### src/rtl/seq_neuron_mac.sv
// rtl/seq_neuron_mac.sv - sequential fixed-point neuron: serial MAC, bias add, ReLU or PLAN sigmoid
//
// Purpose:
//   Accepts one input vector with its weights and bias. Multiply-accumulates one
//   input per clock and adds the bias. Then it applies the activation selected by
//   ACT_MODE (0 = ReLU, 1 = PLAN sigmoid) and holds the result until it is taken.
//
// Ports:
//   clk        rising-edge clock
//   rst        asynchronous active-high reset
//   in_valid   input vector valid
//   in_ready   block can accept a vector (IDLE only)
//   in_vec     unsigned inputs, input i at [i*IN_W +: IN_W]
//   w_vec      signed Q.FRAC weights, weight i at [i*W_W +: W_W]
//   bias       unsigned integer bias
//   out_valid  result valid, held until out_ready
//   out_ready  downstream accepts the result
//   out_sum    signed pre-activation sum, Q.FRAC, ACC_W bits
//   out_act    activation result, OUT_W bits
//   busy       high whenever not IDLE
module seq_neuron_mac #(
    parameter int N_INPUTS = 2,
    parameter int IN_W     = 2,
    parameter int W_W      = 8,
    parameter int FRAC     = 4,
    parameter int BIAS_W   = 3,
    parameter int OUT_W    = 8,
    parameter int ACT_MODE = 1
) (
    input  logic                               clk,
    input  logic                               rst,
    input  logic                               in_valid,
    output logic                               in_ready,
    input  logic [N_INPUTS*IN_W-1:0]           in_vec,
    input  logic [N_INPUTS*W_W-1:0]            w_vec,
    input  logic [BIAS_W-1:0]                  bias,
    output logic                               out_valid,
    input  logic                               out_ready,
    output logic [IN_W+W_W+$clog2(N_INPUTS)+BIAS_W:0] out_sum,
    output logic [OUT_W-1:0]                   out_act,
    output logic                               busy
);

    localparam int ACC_W = IN_W + W_W + $clog2(N_INPUTS) + BIAS_W + 1;
    localparam int IDX_W = (N_INPUTS > 1) ? $clog2(N_INPUTS) : 1;
    localparam int PROD_W = IN_W + W_W + 1;
    // Sigmoid arithmetic is done with OUT_W extra fraction bits so the
    // right shifts by the segment slopes lose nothing before the final floor.
    localparam int PW = ACC_W + OUT_W;

    localparam logic [2:0] ST_IDLE = 3'd0;
    localparam logic [2:0] ST_MAC  = 3'd1;
    localparam logic [2:0] ST_BIAS = 3'd2;
    localparam logic [2:0] ST_ACT  = 3'd3;
    localparam logic [2:0] ST_DONE = 3'd4;

    // Segment breakpoints of |acc| in Q.FRAC units: 1.0, 2.375 (19/8) and 5.0.
    localparam logic [ACC_W-1:0] T_ONE  = ACC_W'(1) << FRAC;
    localparam logic [ACC_W-1:0] T_MID  = (ACC_W'(19) << FRAC) >> 3;
    localparam logic [ACC_W-1:0] T_FIVE = ACC_W'(5) << FRAC;

    // Segment offsets scaled by 2^OUT_W, built from shifts of 1.0:
    // 0.5, 0.625 = 1/2+1/8, 0.84375 = 1/2+1/4+1/16+1/32.
    localparam logic [PW-1:0] P_ONE  = PW'(1) << OUT_W;
    localparam logic [PW-1:0] P_MAX  = P_ONE - PW'(1);
    localparam logic [PW-1:0] C_LO   = P_ONE >> 1;
    localparam logic [PW-1:0] C_MID  = (P_ONE >> 1) + (P_ONE >> 3);
    localparam logic [PW-1:0] C_HI   = (P_ONE >> 1) + (P_ONE >> 2) + (P_ONE >> 4) + (P_ONE >> 5);

    logic [2:0]                 state;
    logic [IDX_W-1:0]           idx;
    logic signed [ACC_W-1:0]    acc;
    logic [N_INPUTS*IN_W-1:0]   in_reg;
    logic [N_INPUTS*W_W-1:0]    w_reg;
    logic [BIAS_W-1:0]          bias_reg;

    logic [IN_W-1:0]            in_cur;
    logic signed [W_W-1:0]      w_cur;
    logic signed [PROD_W-1:0]   prod;
    logic signed [ACC_W-1:0]    prod_ext;
    logic [ACC_W-1:0]           bias_term;

    logic [ACC_W-1:0]           mag;
    logic [PW-1:0]              mag_wide;
    logic [PW-1:0]              scaled;
    logic [PW-1:0]              p_wide;
    logic [OUT_W-1:0]           p_lo;
    logic [OUT_W-1:0]           sig_val;
    logic [OUT_W-1:0]           relu_val;
    logic [OUT_W-1:0]           act_val;

    assign in_ready = (state == ST_IDLE);
    assign busy     = (state != ST_IDLE);

    // Operand select for the current MAC step.
    always_comb begin
        in_cur = '0;
        w_cur  = '0;
        for (int i = 0; i < N_INPUTS; i++) begin
            if (idx == IDX_W'(i)) begin
                in_cur = in_reg[i*IN_W +: IN_W];
                w_cur  = w_reg[i*W_W +: W_W];
            end
        end
    end

    // Input is zero-extended so the product is a true signed multiply.
    always_comb begin
        prod      = $signed({1'b0, in_cur}) * w_cur;
        prod_ext  = {{(ACC_W-PROD_W){prod[PROD_W-1]}}, prod};
        bias_term = {{(ACC_W-BIAS_W){1'b0}}, bias_reg} << FRAC;
    end

    // Activation functions evaluated on the final accumulator value.
    always_comb begin
        mag      = acc[ACC_W-1] ? (~acc + ACC_W'(1)) : acc;
        mag_wide = {{OUT_W{1'b0}}, mag};
        scaled   = {mag, {OUT_W{1'b0}}};

        if (mag >= T_FIVE) begin
            p_wide = P_ONE;
        end else if (mag >= T_MID) begin
            p_wide = (scaled >> (FRAC + 5)) + C_HI;
        end else if (mag >= T_ONE) begin
            p_wide = (scaled >> (FRAC + 3)) + C_MID;
        end else begin
            p_wide = (scaled >> (FRAC + 2)) + C_LO;
        end
        p_lo = p_wide[OUT_W-1:0];

        // Negative side mirrors around 0.5: 2^OUT_W - p, which is the
        // OUT_W-bit negation of p (p is never below 2^(OUT_W-1)).
        if (acc[ACC_W-1]) begin
            sig_val = ~p_lo + OUT_W'(1);
        end else if (p_wide >= P_ONE) begin
            sig_val = '1;
        end else begin
            sig_val = p_lo;
        end

        if (acc[ACC_W-1]) begin
            relu_val = '0;
        end else if (mag_wide > P_MAX) begin
            relu_val = '1;
        end else begin
            relu_val = mag[OUT_W-1:0];
        end

        act_val = (ACT_MODE == 0) ? relu_val : sig_val;
    end

    always_ff @(posedge clk or posedge rst) begin
        if (rst) begin
            state     <= ST_IDLE;
            idx       <= '0;
            acc       <= '0;
            in_reg    <= '0;
            w_reg     <= '0;
            bias_reg  <= '0;
            out_sum   <= '0;
            out_act   <= '0;
            out_valid <= 1'b0;
        end else begin
            case (state)
                ST_IDLE: begin
                    if (in_valid) begin
                        in_reg   <= in_vec;
                        w_reg    <= w_vec;
                        bias_reg <= bias;
                        acc      <= '0;
                        idx      <= '0;
                        state    <= ST_MAC;
                    end
                end
                ST_MAC: begin
                    acc <= acc + prod_ext;
                    if (idx == IDX_W'(N_INPUTS - 1)) begin
                        idx   <= '0;
                        state <= ST_BIAS;
                    end else begin
                        idx <= idx + IDX_W'(1);
                    end
                end
                ST_BIAS: begin
                    acc   <= acc + $signed(bias_term);
                    state <= ST_ACT;
                end
                ST_ACT: begin
                    out_sum   <= acc;
                    out_act   <= act_val;
                    out_valid <= 1'b1;
                    state     <= ST_DONE;
                end
                ST_DONE: begin
                    if (out_ready) begin
                        out_valid <= 1'b0;
                        state     <= ST_IDLE;
                    end
                end
                default: begin
                    state <= ST_IDLE;
                end
            endcase
        end
    end

endmodule

### config.mk
export PLATFORM = sky130hd
export DESIGN_NAME = seq_neuron_mac
export DESIGN_NICKNAME = d
export VERILOG_FILES = /design/src/rtl/seq_neuron_mac.sv
export SDC_FILE = /design/constraint.sdc
export NUM_CORES = 1
export LEC_CHECK = 0
export ABC_AREA = 1
export BUFFER_PORTS_ARGS = -buffer_cell sky130_fd_sc_hd__buf_2
export CAP_MARGIN = 20
export CORE_ASPECT_RATIO = 1.2
export CORE_MARGIN = 2
export CORE_UTILIZATION = 50
export CTS_CLUSTER_SIZE = 40
export DETAILED_ROUTE_END_ITERATION = 10
export PLACE_DENSITY = 0.69
export SETUP_SLACK_MARGIN = 0.4
export SLEW_MARGIN = 25
export SYNTH_ARGS = -nofsm -noshare
export SYNTH_HDL_FRONTEND = slang
export SYNTH_SLANG_ARGS = --single-unit
### constraint.sdc
create_clock -name clk -period 5.1 [get_ports clk]
set_input_delay 1.02 -clock clk [delete_from_list [all_inputs] [get_ports clk]]
set_output_delay 1.02 -clock clk [all_outputs]
set_load 0.005 [all_outputs]
==> impl_metrics.yaml, run 1 <==
clocking:
  hold_buffers: 0
  cts_tree: "yes"
  cts_setup_buffers: 0
  cts_buffer_depth: 2
  cts_buffers: 9
  h-tree-depth: 3
  clk_latency_ns: 0.33
  cts.sinks: 66
  clkTransAtPathRegs_ns: 0.06
  clockRootBuffer: "clkbuf_16"
yosys:
  ys_ff_latch: 66
  syn-instance-count: 745
  avgSynthCellArea_sq_um: 7.11
  yosysWarnings: 0
  netlist-cell-type-count: 45
  syn_nets: 825
  synth-edff-count: 0
  synth_top_area_share_pct: 31.2
  async_reset_ff_share_pct: 100
  yosys.area.top_type: "dfrtp_1"
  synthTopCellsByArea: "dfrtp_1, nand2_1, ha_1"
  synth_area_sq_um: 5300
  yosysSeqAreaShare_pct: 31.2
  synth-main-ff-cell: "dfrtp_1"
place:
  numPortBuffers: 52
  pre_cts_slack_ns: 0.789
  dp_hpwl_mm: 9.67
  gp_congestion: 0.879
floorplanning:
  die-height_um: 117
  fp.coreArea_sq_um: 10400
  start_util_pct: 50.9
  dieArea_sq_um: 11400
  rows: 41
  num_io_pins: 53
  die_x_um: 98.0
timing:
  max_slew_margin_pct: 42.3
  slew_viol_final: 0
  finClkSkew_ns: 0.00569
  final.setup.tns_ns: 0
  finalHoldViolCount: 0
  clock.fmax_mhz: 236
  worst_slew_pin_slew_ns: 0.861
  setup_viol: 0
  setup_ws_ns: 0.863
  min_period_ns: 4.24
  rsz0062_at_grt: "no"
  period_share_pct: 83.1
global_route:
  met3_usage_pct: 3.83
  grt_usage_pct: 22.8
  top_usage_layer: "met2"
  met1_usage_pct: 24.5
  grt_pass1_vias: 4877
  antenna_found_initial: 0
  grt-ovfl-total: 0
  grt_pass1_wl_mm: 21.2
  grt_max_degree: 47
  grt.met2_usage_pct: 44.3
worst_setup_path:
  critPathLaunch: "idx"
  end_kind: "register"
  cpMostUsedCell: "nand2_1"
  startpoint_type: "register"
  critPathMaxStageDelay_ns: 0.68
  critPathKind: "reg -> reg"
  crit_arrival_ns: 4.50
  cp.required_ns: 5.37
  cp_max_fo: 20
  r2r-start: "idx"
  cpMaxStageDelayCell: "dfrtp_1"
  cp_cell_sequence: "mux2i_2, nor2_1, ha_1, inv_1, fa_1, inv_1, ha_1, a21oi_1, nand2_1, nand2_1, nand2_1, a21oi_1, nor2_1, o21ai_0, nand2_1, nand2_1, a31oi_1, a21boi_0, or2_2, nand3_1, nand3_1"
cells_and_area:
  largest_reg_flops: 16
  final_common_cell: "nand2_1"
  fin_nets: 876
  drive_above_1_share_pct: 16.2
  area_growth_pct: 12.4
  final_cell_mix: "nand2_1, inv_1, dfrtp_1"
  nFillCells: 1010
  n_antenna_cell: 0
  finish.utilization_pct: 57.2
run_status:
  status: "completed"
min_path:
  min-delay-start: "w_reg[4]"
  hold_class: "reg -> reg"
routing:
  drt-vias-per-instance: 5.23
  drt_first_pass_iters: 4
  routedWlPerCell_um: 13.1
  routed_wl_mm: 12.1
  antenna_left: 0
  drc: 0
  drtIter0Drc: 232
  vias: 4860
job:
  drv_cap: 0
[cell families after synthesis]
logic type,Yosys count,share of synthesized area [%]
AO/OA/AOI/OAI,106,11.2
XOR/XNOR,8,1.32
adder cells (fa/ha/maj),53,13.8
buffers and inverters,138,10.3
flip-flops,66,31.2
multiplexers,1,0.189
AND/OR/NAND/NOR,373,32.0
[final timing paths]
kind / to / slack (ns) / cells after the start
worst max-delay path: acc[12] / 0.86 / 21
worst min-delay path: w_reg[4] / 0.46 / 2
worst max register to register: acc[12] / 0.86 / 21
worst min register to register: w_reg[4] / 0.46 / 2
max in group asynchronous: w_reg[13] / 3.47 / 3
min in group asynchronous: out_sum[0] / 0.69 / 2
[worst max-delay path, delay by kind of cell, from the launching register on]
kind	cells	cell delay [ns]
AOI/OAI and AO/OA	5	0.96
adders and majority gates	3	1.10
buffers and inverters	2	0.09
DFF	1	0.68
muxes	1	0.48
and+or+nand+nor	10	0.85
[metrics by stage]
step	instance area, sq um	hold WS (ns)	std cells
2_1_floorplan	5300	0.437	745
3_3_place_gp	5680	0.448	914
5_1_grt	5950	0.506	930
3_5_place_dp	5680	0.455	914
4_1_cts	5950	0.470	930
6_report	5950	0.464	930
[cells in the mapped netlist, drive strengths merged (2+ instances only)]
master / count
nand2: 222
inv: 115
nor2: 71
dfrtp: 66
o21ai: 60
nand3: 58
ha: 44
a21oi: 25
clkbuf: 14
fa: 9
nor3: 9
nand4: 8
o221ai: 6
clkinv: 5
xor2: 5
buf: 4
o211ai: 4
o21bai: 3
or2: 3
xnor2: 3
a21boi: 2
[area by class of cell]
| type | count | area, sq um | area share, % |
|---|---|---|---|
| Sequential cell | 66 | 1650 | 27.7 |
| Tap cell | 129 | 161 | 2.71 |
| Timing Repair Buffer | 58 | 305 | 5.13 |
| Multi-Input combinational cell | 541 | 3110 | 52.2 |
| Clock inverter | 5 | 30.0 | 0.504 |
| Clock buffer | 11 | 243 | 4.08 |
| Inverter | 120 | 455 | 7.65 |
[what timing repair did]
| item | 4_1_cts | 5_1_grt |
|---|---|---|
| endpoints found under the setup margin | 0 | 1 |
| endpoints found under the hold margin | 0 | 0 |
| gates resized for setup | 0 | 1 |
[routing by layer]
layer,part of all wire (%),routed length [um]
met1,42,5040
met2,53,6420
met3,3.1,381
met4,2.5,301
met5,0,0
Power of run 1 is left out: the tool's default activity adds up to more than one toggle a clock period on the data nets, which glitch-free logic cannot reach.
==> inputs of run 2 (changes only) <==
PLACE_DENSITY = 0.72   (was 0.69)
clock period = 3.7 ns   (was 5.1 ns; I/O delays follow)
==> impl_metrics.yaml, run 2 (same netlist as run 1, synthesis figures left out) <==
timing:
  setup_viol: 7
  slew_viol_final: 0
  min_period_ns: 3.99
  final.setup.tns_ns: -1.60
  worst_slew_pin_slew_ns: 0.677
  hold_ws_ns: 0.400
  clock.fmax_mhz: 251
  finClkSkew_ns: 0.00713
  rsz0062_at_grt: "yes"
  finalHoldViolCount: 0
  setup_ws_ns: -0.291
  max_slew_margin_pct: 54.6
  period_share_pct: 108
cells_and_area:
  fin_cells: 981
  final_common_cell: "nand2_1"
  nFillCells: 811
  area_growth_pct: 31.7
  final_cell_mix: "nand2_1, inv_1, dfrtp_1"
  post-route-cell-area_sq_um: 6980
  largest_reg_flops: 16
  drive_above_1_share_pct: 31.8
  n_antenna_cell: 0
  fin_nets: 928
place:
  dp_hpwl_mm: 9.57
  placed_cell_area_sq_um: 5760
  gp_congestion: 0.911
  numPortBuffers: 52
  dp_cells: 918
global_route:
  top_usage_layer: "met2"
  grt-ovfl-total: 0
  grt_pass1_vias: 5267
  grt.met2_usage_pct: 48.5
  grt_pass1_wl_mm: 24.1
  antenna_found_initial: 0
  met1_usage_pct: 27.7
  grt_max_degree: 47
  grt_usage_pct: 26.2
  met3_usage_pct: 5.75
clocking:
  hold_buffers: 0
  cts_buffers: 9
  cts_tree: "yes"
  clk_latency_ns: 0.34
  clockRootBuffer: "clkbuf_16"
  h-tree-depth: 3
  cts.sinks: 66
  clkTransAtPathRegs_ns: 0.06
  cts_buffer_depth: 2
floorplanning:
  start_util_pct: 50.9
  rows: 41
  dieArea_sq_um: 11400
  num_io_pins: 53
  die_x_um: 98.0
  fp.coreArea_sq_um: 10400
  die-height_um: 117
worst_setup_path:
  cp_cell_sequence: "buf_6, buf_16, nand2_4, o21ai_2, nor2_2, ha_1, inv_2, fa_1, inv_2, ha_4, a21oi_4, nand2_2, nand2_2, nand2_2, a21oi_4, nor2_4, o21ai_2, nand2_1, nand2_2, a31oi_4, a21boi_2, or2_4, nand3_2, nand3_2"
  critPathMaxStageDelay_ns: 0.48
  end_kind: "register"
  crit_arrival_ns: 4.27
  cpMaxStageDelayCell: "dfrtp_2"
  cp_max_fo: 5
  critPathKind: "reg -> reg"
  startpoint_type: "register"
  cp.required_ns: 3.98
  cpMostUsedCell: "nand2_2"
routing:
  routed_wl_mm: 16.4
  drc: 0
  drt-vias-per-instance: 5.66
  drtIter0Drc: 639
  drt_first_pass_iters: 6
  antenna_left: 0
  vias: 5553
  routedWlPerCell_um: 16.7
job:
  drv_cap: 0
run_status:
  violations: "setup timing"
  status: "complete, but fails checks"
min_path:
  hold_class: "in -> async"
==> run 2: changes by cell type in the layout (fill, tap and decap cells not counted), moves of 7 or more <==
| cell | change |
|---|---|
| nor2_1 | -12 |
| o21ai_0 | -15 |
| nand2_2 | +9 |
| buf_6 | +10 |
| nand2_1 | -13 |
| ha_4 | +10 |
| inv_1 | -13 |
| ha_1 | -14 |
| nor2_2 | +7 |
| buf_4 | +38 |
| o21ai_2 | +8 |
| inv_2 | +11 |
| a21oi_1 | -9 |
==> run 2: final cells by class <==
class / count / area, sq um / area share [%]
inverters: 120 / 462 / 6.62
clock buffers: 10 / 229 / 3.28
well taps: 129 / 161 / 2.31
flip-flops and latches: 66 / 1650 / 23.7
repair buffers: 110 / 806 / 11.5
clock inverters: 5 / 80.1 / 1.15
multi-input cells: 541 / 3580 / 51.4
==> run 2: per-stage QoR <==
| step | util (%) | setup slack [ns] |
|---|---|---|
| 2_1_floorplan | - | 0.276 |
| 3_3_place_gp | 55.3 | 0.126 |
| 3_5_place_dp | 55.3 | 0.0206 |
| 4_1_cts | 63.2 | 0.132 |
| 5_1_grt | 67.0 | -0.380 |
| 6_report | 67.0 | -0.291 |
==> run 2: path summary, 6_finish.rpt <==
check	start	endpoint	slack [ns]	cells after the start
max	idx	acc[12]	-0.29	24
min	rst	out_act[3]	0.40	2
max reg2reg	idx	acc[12]	-0.29	24
min reg2reg	out_act[6]	out_act[6]	0.47	2
max in group asynchronous	rst	idx	2.31	3
min in group clk	out_act[6]	out_act[6]	0.47	2
==> run 2: critical path: cells and delay by family (launching register included) <==
family          cells  cell delay [ns]
compound gates      6             0.94
flops               1             0.48
simple gates       11             1.06
buf+inv             4             0.48
fa+ha+maj           3             0.97
==> run 2: timing repair <==
| item | in CTS | in global routing |
|---|---|---|
| cloned | 3 | 0 |
| buffers inserted | 33 | 12 |
| endpoints found under the setup margin | 5 | 16 |
| pin swaps | 42 | 48 |
| gates resized for setup | 51 | 82 |
==> run 2: metal layers <==
layer | vias to the layer above | part of all wire [%]
met5 | - | 0
li1 | 2584 | -
met4 | 0 | 6.0
met3 | 108 | 6.6
met2 | 299 | 50
met1 | 2562 | 37
Power of run 2 is left out for the same reason.
